### src/rtl/multicycle_control_unit.sv
// Purpose : Moore FSM sequencing the multicycle MIPS datapath (lw, sw, R-type, addi, beq[/bne]).
// Latency : one instruction step per clk; lw 5, sw/R-type/addi 4, beq/bne 3 cycles from FETCH.
// Backpressure: none; the datapath never stalls the sequencer. ILLEGAL is sticky until reset.
//
// Optional feature: define BNE_EN to decode opcode 0x05 (bne) into BRANCH with an
// inverted-zero PC enable. Without it, 0x05 is an illegal opcode.
//
// Ports:
//   clk, reset           rising-edge clock, synchronous active-low reset
//   opcode_i, funct_i    instruction register fields [31:26] and [5:0]
//   alu_zero_i           ALU zero flag, used combinationally in BRANCH
//   enable_*             PC / memory write / IR / register-file write enables
//   Selector_*           datapath multiplexer and ALU operation selects
//   state_o, illegal_o   debug view of the current state and the trap flag

module multicycle_control_unit (
   input  logic       clk,
   input  logic       reset,
   input  logic [5:0] opcode_i,
   input  logic [5:0] funct_i,
   input  logic       alu_zero_i,
   output logic       enable_PC,
   output logic       Selector_Addr,
   output logic       enable_MemSys,
   output logic       enable_RegIns,
   output logic       enable_RF,
   output logic       Selector_RF_WR,
   output logic       Selector_RF_WD,
   output logic       Selector_ALU_Src_A,
   output logic [1:0] Selector_ALU_Src_B,
   output logic [2:0] Selector_ALU_Op,
   output logic       Selector_PC_Source,
   output logic [3:0] state_o,
   output logic       illegal_o
);

   // ------------------------------------------------------------------
   // State encodings
   // ------------------------------------------------------------------
   localparam logic [3:0] FETCH     = 4'd0;
   localparam logic [3:0] DECODE    = 4'd1;
   localparam logic [3:0] MEM_ADDR  = 4'd2;
   localparam logic [3:0] MEM_READ  = 4'd3;
   localparam logic [3:0] MEM_WB    = 4'd4;
   localparam logic [3:0] MEM_WRITE = 4'd5;
   localparam logic [3:0] EXECUTE   = 4'd6;
   localparam logic [3:0] ALU_WB    = 4'd7;
   localparam logic [3:0] ADDI_EXEC = 4'd8;
   localparam logic [3:0] ADDI_WB   = 4'd9;
   localparam logic [3:0] BRANCH    = 4'd10;
   localparam logic [3:0] ILLEGAL   = 4'd15;

   // ------------------------------------------------------------------
   // Instruction fields
   // ------------------------------------------------------------------
   localparam logic [5:0] OP_RTYPE = 6'h00;
   localparam logic [5:0] OP_BEQ   = 6'h04;
   localparam logic [5:0] OP_BNE   = 6'h05;
   localparam logic [5:0] OP_ADDI  = 6'h08;
   localparam logic [5:0] OP_LW    = 6'h23;
   localparam logic [5:0] OP_SW    = 6'h2B;

   localparam logic [5:0] FN_ADD   = 6'h20;
   localparam logic [5:0] FN_SUB   = 6'h22;
   localparam logic [5:0] FN_AND   = 6'h24;
   localparam logic [5:0] FN_OR    = 6'h25;
   localparam logic [5:0] FN_SLT   = 6'h2A;

   // ALU operation codes
   localparam logic [2:0] ALU_AND  = 3'b000;
   localparam logic [2:0] ALU_OR   = 3'b001;
   localparam logic [2:0] ALU_ADD  = 3'b010;
   localparam logic [2:0] ALU_SUB  = 3'b110;
   localparam logic [2:0] ALU_SLT  = 3'b111;

   // ALU source B selections
   localparam logic [1:0] SRCB_REG  = 2'b00;
   localparam logic [1:0] SRCB_FOUR = 2'b01;
   localparam logic [1:0] SRCB_IMM  = 2'b10;
   localparam logic [1:0] SRCB_BOFF = 2'b11;

   logic [3:0] state;
   logic [3:0] next_state;
   logic [3:0] out_state;     // state used for output decode (FETCH while in reset)

   logic       funct_ok;
   logic [2:0] funct_alu_op;
   logic       is_bne;
   logic       branch_take;

   // Raw enables before the reset gate
   logic       pc_en_raw;
   logic       mem_en_raw;
   logic       ir_en_raw;
   logic       rf_en_raw;

   // ------------------------------------------------------------------
   // R-type funct decode
   // ------------------------------------------------------------------
   always_comb begin
      funct_ok     = 1'b1;
      funct_alu_op = ALU_AND;
      case (funct_i)
         FN_ADD:  funct_alu_op = ALU_ADD;
         FN_SUB:  funct_alu_op = ALU_SUB;
         FN_AND:  funct_alu_op = ALU_AND;
         FN_OR:   funct_alu_op = ALU_OR;
         FN_SLT:  funct_alu_op = ALU_SLT;
         default: funct_ok     = 1'b0;
      endcase
   end

   // ------------------------------------------------------------------
   // Branch sense: bne only exists when the feature is built in, so the
   // default build reduces BRANCH to a plain beq.
   // ------------------------------------------------------------------
`ifdef BNE_EN
   assign is_bne = (opcode_i == OP_BNE);
`else
   assign is_bne = 1'b0;
`endif

   assign branch_take = is_bne ? ~alu_zero_i : alu_zero_i;

   // ------------------------------------------------------------------
   // Next-state logic
   // ------------------------------------------------------------------
   always_comb begin
      next_state = ILLEGAL;
      case (state)
         FETCH: next_state = DECODE;

         DECODE: begin
            case (opcode_i)
               OP_LW,
               OP_SW:    next_state = MEM_ADDR;
               OP_RTYPE: next_state = EXECUTE;
               OP_ADDI:  next_state = ADDI_EXEC;
               OP_BEQ:   next_state = BRANCH;
`ifdef BNE_EN
               OP_BNE:   next_state = BRANCH;
`endif
               default:  next_state = ILLEGAL;
            endcase
         end

         // Only lw and sw reach MEM_ADDR, so anything not sw is a load.
         MEM_ADDR:  next_state = (opcode_i == OP_SW) ? MEM_WRITE : MEM_READ;
         MEM_READ:  next_state = MEM_WB;
         MEM_WB:    next_state = FETCH;
         MEM_WRITE: next_state = FETCH;

         // An unknown funct traps here, before ALU_WB could write the RF.
         EXECUTE:   next_state = funct_ok ? ALU_WB : ILLEGAL;
         ALU_WB:    next_state = FETCH;

         ADDI_EXEC: next_state = ADDI_WB;
         ADDI_WB:   next_state = FETCH;

         BRANCH:    next_state = FETCH;

         // ILLEGAL is sticky; unused encodings 11-14 fall in here too.
         default:   next_state = ILLEGAL;
      endcase
   end

   // ------------------------------------------------------------------
   // State register, synchronous active-low reset
   // ------------------------------------------------------------------
   always_ff @(posedge clk) begin
      if (!reset) begin
         state <= FETCH;
      end else begin
         state <= next_state;
      end
   end

   // While reset is held the outputs present the FETCH selectors so the
   // datapath sees a stable, harmless configuration; enables are gated below.
   assign out_state = reset ? state : FETCH;

   // ------------------------------------------------------------------
   // Output decode (Moore, except PC enable in BRANCH and ALU op in EXECUTE)
   // ------------------------------------------------------------------
   always_comb begin
      pc_en_raw          = 1'b0;
      mem_en_raw         = 1'b0;
      ir_en_raw          = 1'b0;
      rf_en_raw          = 1'b0;
      Selector_Addr      = 1'b0;
      Selector_RF_WR     = 1'b0;
      Selector_RF_WD     = 1'b0;
      Selector_ALU_Src_A = 1'b0;
      Selector_ALU_Src_B = SRCB_REG;
      Selector_ALU_Op    = ALU_AND;
      Selector_PC_Source = 1'b0;
      illegal_o          = 1'b0;

      case (out_state)
         FETCH: begin
            // IR <- mem[PC]; PC <- PC + 4
            Selector_Addr      = 1'b0;
            ir_en_raw          = 1'b1;
            Selector_ALU_Src_A = 1'b0;
            Selector_ALU_Src_B = SRCB_FOUR;
            Selector_ALU_Op    = ALU_ADD;
            Selector_PC_Source = 1'b0;
            pc_en_raw          = 1'b1;
         end

         DECODE: begin
            // Speculatively compute the branch target into ALU-out.
            Selector_ALU_Src_A = 1'b0;
            Selector_ALU_Src_B = SRCB_BOFF;
            Selector_ALU_Op    = ALU_ADD;
         end

         MEM_ADDR, ADDI_EXEC: begin
            // A + sign-extended immediate
            Selector_ALU_Src_A = 1'b1;
            Selector_ALU_Src_B = SRCB_IMM;
            Selector_ALU_Op    = ALU_ADD;
         end

         MEM_READ: begin
            Selector_Addr = 1'b1;
         end

         MEM_WB: begin
            rf_en_raw      = 1'b1;
            Selector_RF_WR = 1'b0;
            Selector_RF_WD = 1'b1;
         end

         MEM_WRITE: begin
            Selector_Addr = 1'b1;
            mem_en_raw    = 1'b1;
         end

         EXECUTE: begin
            Selector_ALU_Src_A = 1'b1;
            Selector_ALU_Src_B = SRCB_REG;
            Selector_ALU_Op    = funct_alu_op;
         end

         ALU_WB: begin
            rf_en_raw      = 1'b1;
            Selector_RF_WR = 1'b1;
            Selector_RF_WD = 1'b0;
         end

         ADDI_WB: begin
            rf_en_raw      = 1'b1;
            Selector_RF_WR = 1'b0;
            Selector_RF_WD = 1'b0;
         end

         BRANCH: begin
            // Compare A - B now; load PC with ALU-out (target) on the outcome.
            Selector_ALU_Src_A = 1'b1;
            Selector_ALU_Src_B = SRCB_REG;
            Selector_ALU_Op    = ALU_SUB;
            Selector_PC_Source = 1'b1;
            pc_en_raw          = branch_take;
         end

         ILLEGAL: begin
            illegal_o = 1'b1;
         end

         default: begin
            // Encodings 11-14: everything idle for the single cycle before ILLEGAL.
         end
      endcase
   end

   // Write enables are forced low combinationally during reset so an
   // abandoned instruction cannot commit anything in the reset cycle.
   assign enable_PC     = pc_en_raw  & reset;
   assign enable_MemSys = mem_en_raw & reset;
   assign enable_RegIns = ir_en_raw  & reset;
   assign enable_RF     = rf_en_raw  & reset;

   assign state_o = out_state;

endmodule

### config.mk
export PLATFORM = sky130hd
export DESIGN_NAME = multicycle_control_unit
export DESIGN_NICKNAME = d
export VERILOG_FILES = /design/src/rtl/multicycle_control_unit.sv
export SDC_FILE = /design/constraint.sdc
export NUM_CORES = 1
export LEC_CHECK = 0
export BUFFER_PORTS_ARGS = -buffer_cell sky130_fd_sc_hd__clkbuf_2
export CAP_MARGIN = 20
export CORE_MARGIN = 5
export CORE_UTILIZATION = 40
export DETAILED_ROUTE_END_ITERATION = 6
export GPL_ROUTABILITY_DRIVEN = 0
export PLACE_DENSITY = 0.81
export SLEW_MARGIN = 20
export SYNTH_ARGS = -nofsm -noshare
export SYNTH_HDL_FRONTEND = slang
export SYNTH_SLANG_ARGS = --single-unit
### constraint.sdc
create_clock -name clk -period 2.25 [get_ports clk]
set_input_delay 0 -clock clk [delete_from_list [all_inputs] [get_ports clk]]
set_output_delay 0 -clock clk [all_outputs]
set_load 0.02 [all_outputs]
* Word level (Yosys, flattened, before mapping)
Index checks and enable logic that the tools add are counted.
Cells by class: reduce and logical (&&, ||, !) cells 11, equal/unequal tests 30, mux-type cells 19, bitwise logic cells 4
Operator list (count):
- 6-bit equality test, second input constant | 7
- 4-bit by 3-bit equality test with 1-bit output, second input constant | 8
- 4-bit equality test, second input constant | 7
- 4-bit one-hot mux with 7 select lines | 1
- 4-bit by 2-bit equality test with 1-bit output, second input constant | 4
- 4-bit one-hot mux with 4 select lines | 1
- 3-bit one-hot mux with 4 select lines | 1
- 1-bit 2-to-1 mux | 10
- 5-bit OR reduction | 2
- 3-bit one-hot mux with 3 select lines | 1
- 4-bit by 1-bit equality test with 1-bit output, second input constant | 2
- 4-bit logical NOT | 2
- 4-bit 2-to-1 mux | 2
- 4-bit OR reduction | 2
- 6-bit by 3-bit equality test with 1-bit output, second input constant | 1
- 6-bit by 4-bit equality test with 1-bit output, second input constant | 1
- 6-bit logical NOT | 1
- 2-bit one-hot mux with 3 select lines | 1
- 2-bit OR reduction | 3
- 1-bit bitwise AND | 4
- 3-bit 2-to-1 mux | 1
- 3-bit OR reduction | 1
- 1-bit one-hot mux with 2 select lines | 1
Storage, ports and cells: output and inout bits 19, input bits 15, logic and storage cells 65, register bits 4

* Depth between registers and ports, before layout
depth after elaboration 5, depth in mapped cells 5, gate-level depth less buffers 4

* Worst setup path before layout
OpenSTA, ideal clock, no wires.
kind register -> output, from register state[3], to output port enable_PC, arrival 1729 ps, path slack 521 ps, path buffers 1, required time 2250 ps, stages on the path, launching flop included 5, path through dfxtp_1 clkbuf_1 inv_1 nor4_1 a21o_1
Between the ends: word-level cells in the longest chain between the ends 4, elaborated cells on any way between the ends 5, classes of those cells eq/ne: 1; mux: 2; bitwise: 1; reduce/logical: 1
Ends and longest elaborated chain:
- from (decl) | RTL line 82 | logic [3:0] state;
- from (signal assigned) | RTL line 174 | state <= next_state;
- 4-bit 2-to-1 mux (*) | RTL line 180 | assign out_state = reset ? state : FETCH;
- 4-bit equality test / 4-bit logical NOT (equally long branches) | RTL line 199 | case (out_state)
- 1-bit one-hot mux with 2 select lines (*) | RTL line 199
- 1-bit bitwise AND (*) | RTL line 279 | assign enable_PC = pc_en_raw & reset;
- to (decl) | RTL line 22 | output logic enable_PC,
Every way passes the cells marked *; elsewhere a longest branch is shown, timed or not.

* Final worst setup path
Same ends and word-level chain as after synthesis.

==> reports/results.env <==
RUN_STATUS='finished clean'
CLOCKROOTBUFFER='clkbuf_4'
PATH_CLASS='reg -> out'
CLOCK_PATH_BUFFERS=2
HPWLAFTERDP_MM=1.33
LARGEST_REGISTERS='state (4)'
CLOCK.FMAX_GHz=0.548
DETAILEDPLACE.WORSTSLACK_NS=0.678
WHS_PATH_DEPTH=3
SYNTH_SEQUENTIAL_AREA_RATIO=0.141
SYNTH_TOP_CELLS_BY_AREA='dfxtp_1 14%, o21ai_0 6.2%, a31oi_1 5.5%'
CHIPHEIGHT_UM=47.6
PLACEMENT_ROWS=13
SYNTH_CELLS=87
WORST-R2R-CELL-COUNT=4
LEAKAGE_POWER_FIGURE_nW=0.333
DRCVIOLATIONCOUNT=0
CTS-HTREE-LEVELS=1
TIMING.CRITICAL_PATH.ARRIVAL_NS=1.82
FIN_TNS_SETUP_NS=0
TOTAL_POWER_DIVIDED_BY_CELL_AREA_nW_PER_UM2=1170
NUMPORTBUFFERS=33
RSZ0062_AT_GRT='false'
FINAL_WORST_SETUP_SLACK_NS=0.427
DRT_VIA_DENSITY=5.94
HOLD_PATH.CLASS='in -> reg'
POST-CTS-SETUP-BUFFER-COUNT=0
ROUTE.VIAS.TOTAL=778
PLACED_CELLS=128
LAYOUT-DRIVE-GT1-SHARE=0.345
SYN_AVG_CELL_AREA_UM2=6.51
TOP_LIBRARY_CELLS_BY_USAGE_IN_THE_LAYOUT_FILL_AND_TAPS_ASIDE='33 x clkbuf_2, 8 x nor2_1, 7 x o21ai_0'
NUMBER_OF_HOLD_VIOLATIONS_IN_THE_FINAL_REPORT=0
CRIT_PATH_END_KIND='primary output'
YOSYSTOPAREACELLSHARE=0.141
SYNTHDISTINCTLIBCELLS=31
SETUP_VIOL=0
MOSTFREQUENTLAYOUTCELL='clkbuf_2'
NUM-FILL-CELLS=138
POSTSYNTHNETCOUNT=102
YOSYSTOPAREACELL='dfxtp_1'
SKEW_NS=0.000764
PATH_MAX_FANOUT=16
GRT_USAGE=0.166
ANTENNADIODECOUNT=0
FLOORPLAN.DIE_AREA_UM2=2270
DETAIL_ROUTE.FIRST_PASS.ITERATIONS=4
MAX-SLEW-MARGIN-REL=0.672
WL_PER_CELL_UM=12.9
PEAKVDDDROP_uV=493
FLOORPLAN.IO_PINS=34
NON_FILLER_INSTANCES=131
CTS-BUFFERS-INSERTED=3
TRITONCTS='built'
FIRST_ITER_VIOLATIONS=19
GRT_FIRST_PASS_WIRELENGTH_MM=2.75
TIMING_MAX_TRANSITION_VIOLATIONS_FINAL=0
ANTENNA_FOUND_INITIAL=0
FINAL.MIN_CLOCK_PERIOD_NS=1.82
TIMING.FINAL.CRIT_SHARE=0.810
CLKLATENCYLATEPIN_NS=0.23
PATH_CLK_SLEW_NS=0.04
DESIGN.FINAL.NETS=133
ANT_NETS=0
CRITICAL_PATH.STARTPOINT_TYPE='flip-flop'
CORE_AREA_UM2=1320
INITIAL_CORE_UTIL=0.430
DRV_CAP=0
FP.DIEW_UM=47.6
LARGEST_REG_FLOPS=4
SYNTH-SEQ-CELLS=4
REQUIRED_ARRIVAL_TIME_AT_THE_WORST_ENDPOINT_NS=2.25
SYN_AREA_UM2=567
LARGEST_NET_DEGREE_AT_THE_START_OF_GLOBAL_ROUTING=17
POSTROUTEWIRELENGTH_MM=1.68
YOSYS_SYNTHESIS_WARNING_COUNT=0
OVERFLOW=0
NUMBER_OF_GLOBAL_ROUTE_VIAS_BEFORE_REPAIR=641
REPORT.POWER.TOTAL_mW=0.870
CLOCK-SINKS=4
SYN2LAYOUT_AREA_GROWTH_PCT=31.1
WORST_PIN_SLEW_NS=0.492
POST_CTS_RESIZED=0
CTS_HOLD_BUFFERS=0
TOP_REGISTER='state'
## critical path, stage by stage (launching register included)
cell,delay (ns)
dfxtp_1,0.62
inv_1,0.21
nor4_1,0.42
a21o_1,0.17
clkbuf_2,0.16
## synthesized netlist by cell type
| cell type | instances |
|---|---|
| a211oi_1 | 3 |
| a21o_1 | 1 |
| a21o_2 | 1 |
| a21oi_1 | 5 |
| a221oi_2 | 1 |
| a31oi_1 | 5 |
| and2_1 | 2 |
| and3_1 | 1 |
| buf_2 | 3 |
| clkbuf_1 | 4 |
| dfxtp_1 | 4 |
| inv_1 | 4 |
| mux2i_1 | 1 |
| nand2_1 | 5 |
| nand2b_1 | 5 |
| nand3_1 | 3 |
| nand4_1 | 3 |
| nor2_1 | 8 |
| nor2b_1 | 2 |
| nor3_1 | 6 |
| nor3_2 | 1 |
| nor4_1 | 2 |
| nor4b_1 | 1 |
| nor4bb_1 | 1 |
| o21ai_0 | 7 |
| o2bb2ai_1 | 1 |
| o31a_1 | 2 |
| o41ai_1 | 1 |
| or3_1 | 1 |
| or4_4 | 1 |
| xor2_1 | 2 |
## per-layer routing
layer,share of wire,global-route usage
met5,0,0
met4,0.0030,0.0161
met3,0.097,0.0451
met2,0.49,0.273
met1,0.41,0.224
## worst paths after layout
| kind | slack [ns] | end | startpoint |
|---|---|---|---|
| hold reg to reg | 0.69 | state[3] | state[2] |
| setup / recovery | 0.43 | enable_PC | state[3] |
| hold / removal | 0.21 | state[1] | opcode_i[3] |
| setup reg to reg | 0.75 | state[2] | state[0] |
## cells by family after synthesis
group                     count (synthesis)  share of synthesized area
xor gates and xnor gates                  2                     0.0309
and+or+nand+nor                          42                      0.413
AOI/OAI and AO/OA                        27                      0.318
buffers and inverters                    11                     0.0794
muxes                                     1                     0.0177
DFF                                       4                      0.141
## cell type report
| type | instances | area (um^2) | share of cell area |
|---|---|---|---|
| Clock buffer | 3 | 22.5 | 0.0303 |
| Timing Repair Buffer | 33 | 165 | 0.222 |
| Tap cell | 15 | 18.8 | 0.0253 |
| Inverter | 4 | 15.0 | 0.0202 |
| Sequential cell | 4 | 80.1 | 0.108 |
| Multi-Input combinational cell | 72 | 442 | 0.594 |
## metrics by stage
stage | instance area (um^2) | util | hold WS, ns
3_3_place_gp | 721 | 0.547 | 0.322
3_5_place_dp | 721 | 0.547 | 0.332
4_1_cts | 743 | 0.564 | 0.218
6_report | 743 | 0.564 | 0.214
2_1_floorplan | 567 | - | 0.175
5_1_grt | 743 | 0.564 | 0.224
## report_power, final
part	total, mW	switching, mW	internal [mW]
clock	0.0883	0.0287	0.0596
sequential	0.212	0.107	0.105
combinational	0.570	0.352	0.218
(Power assumes the default switching activity.)
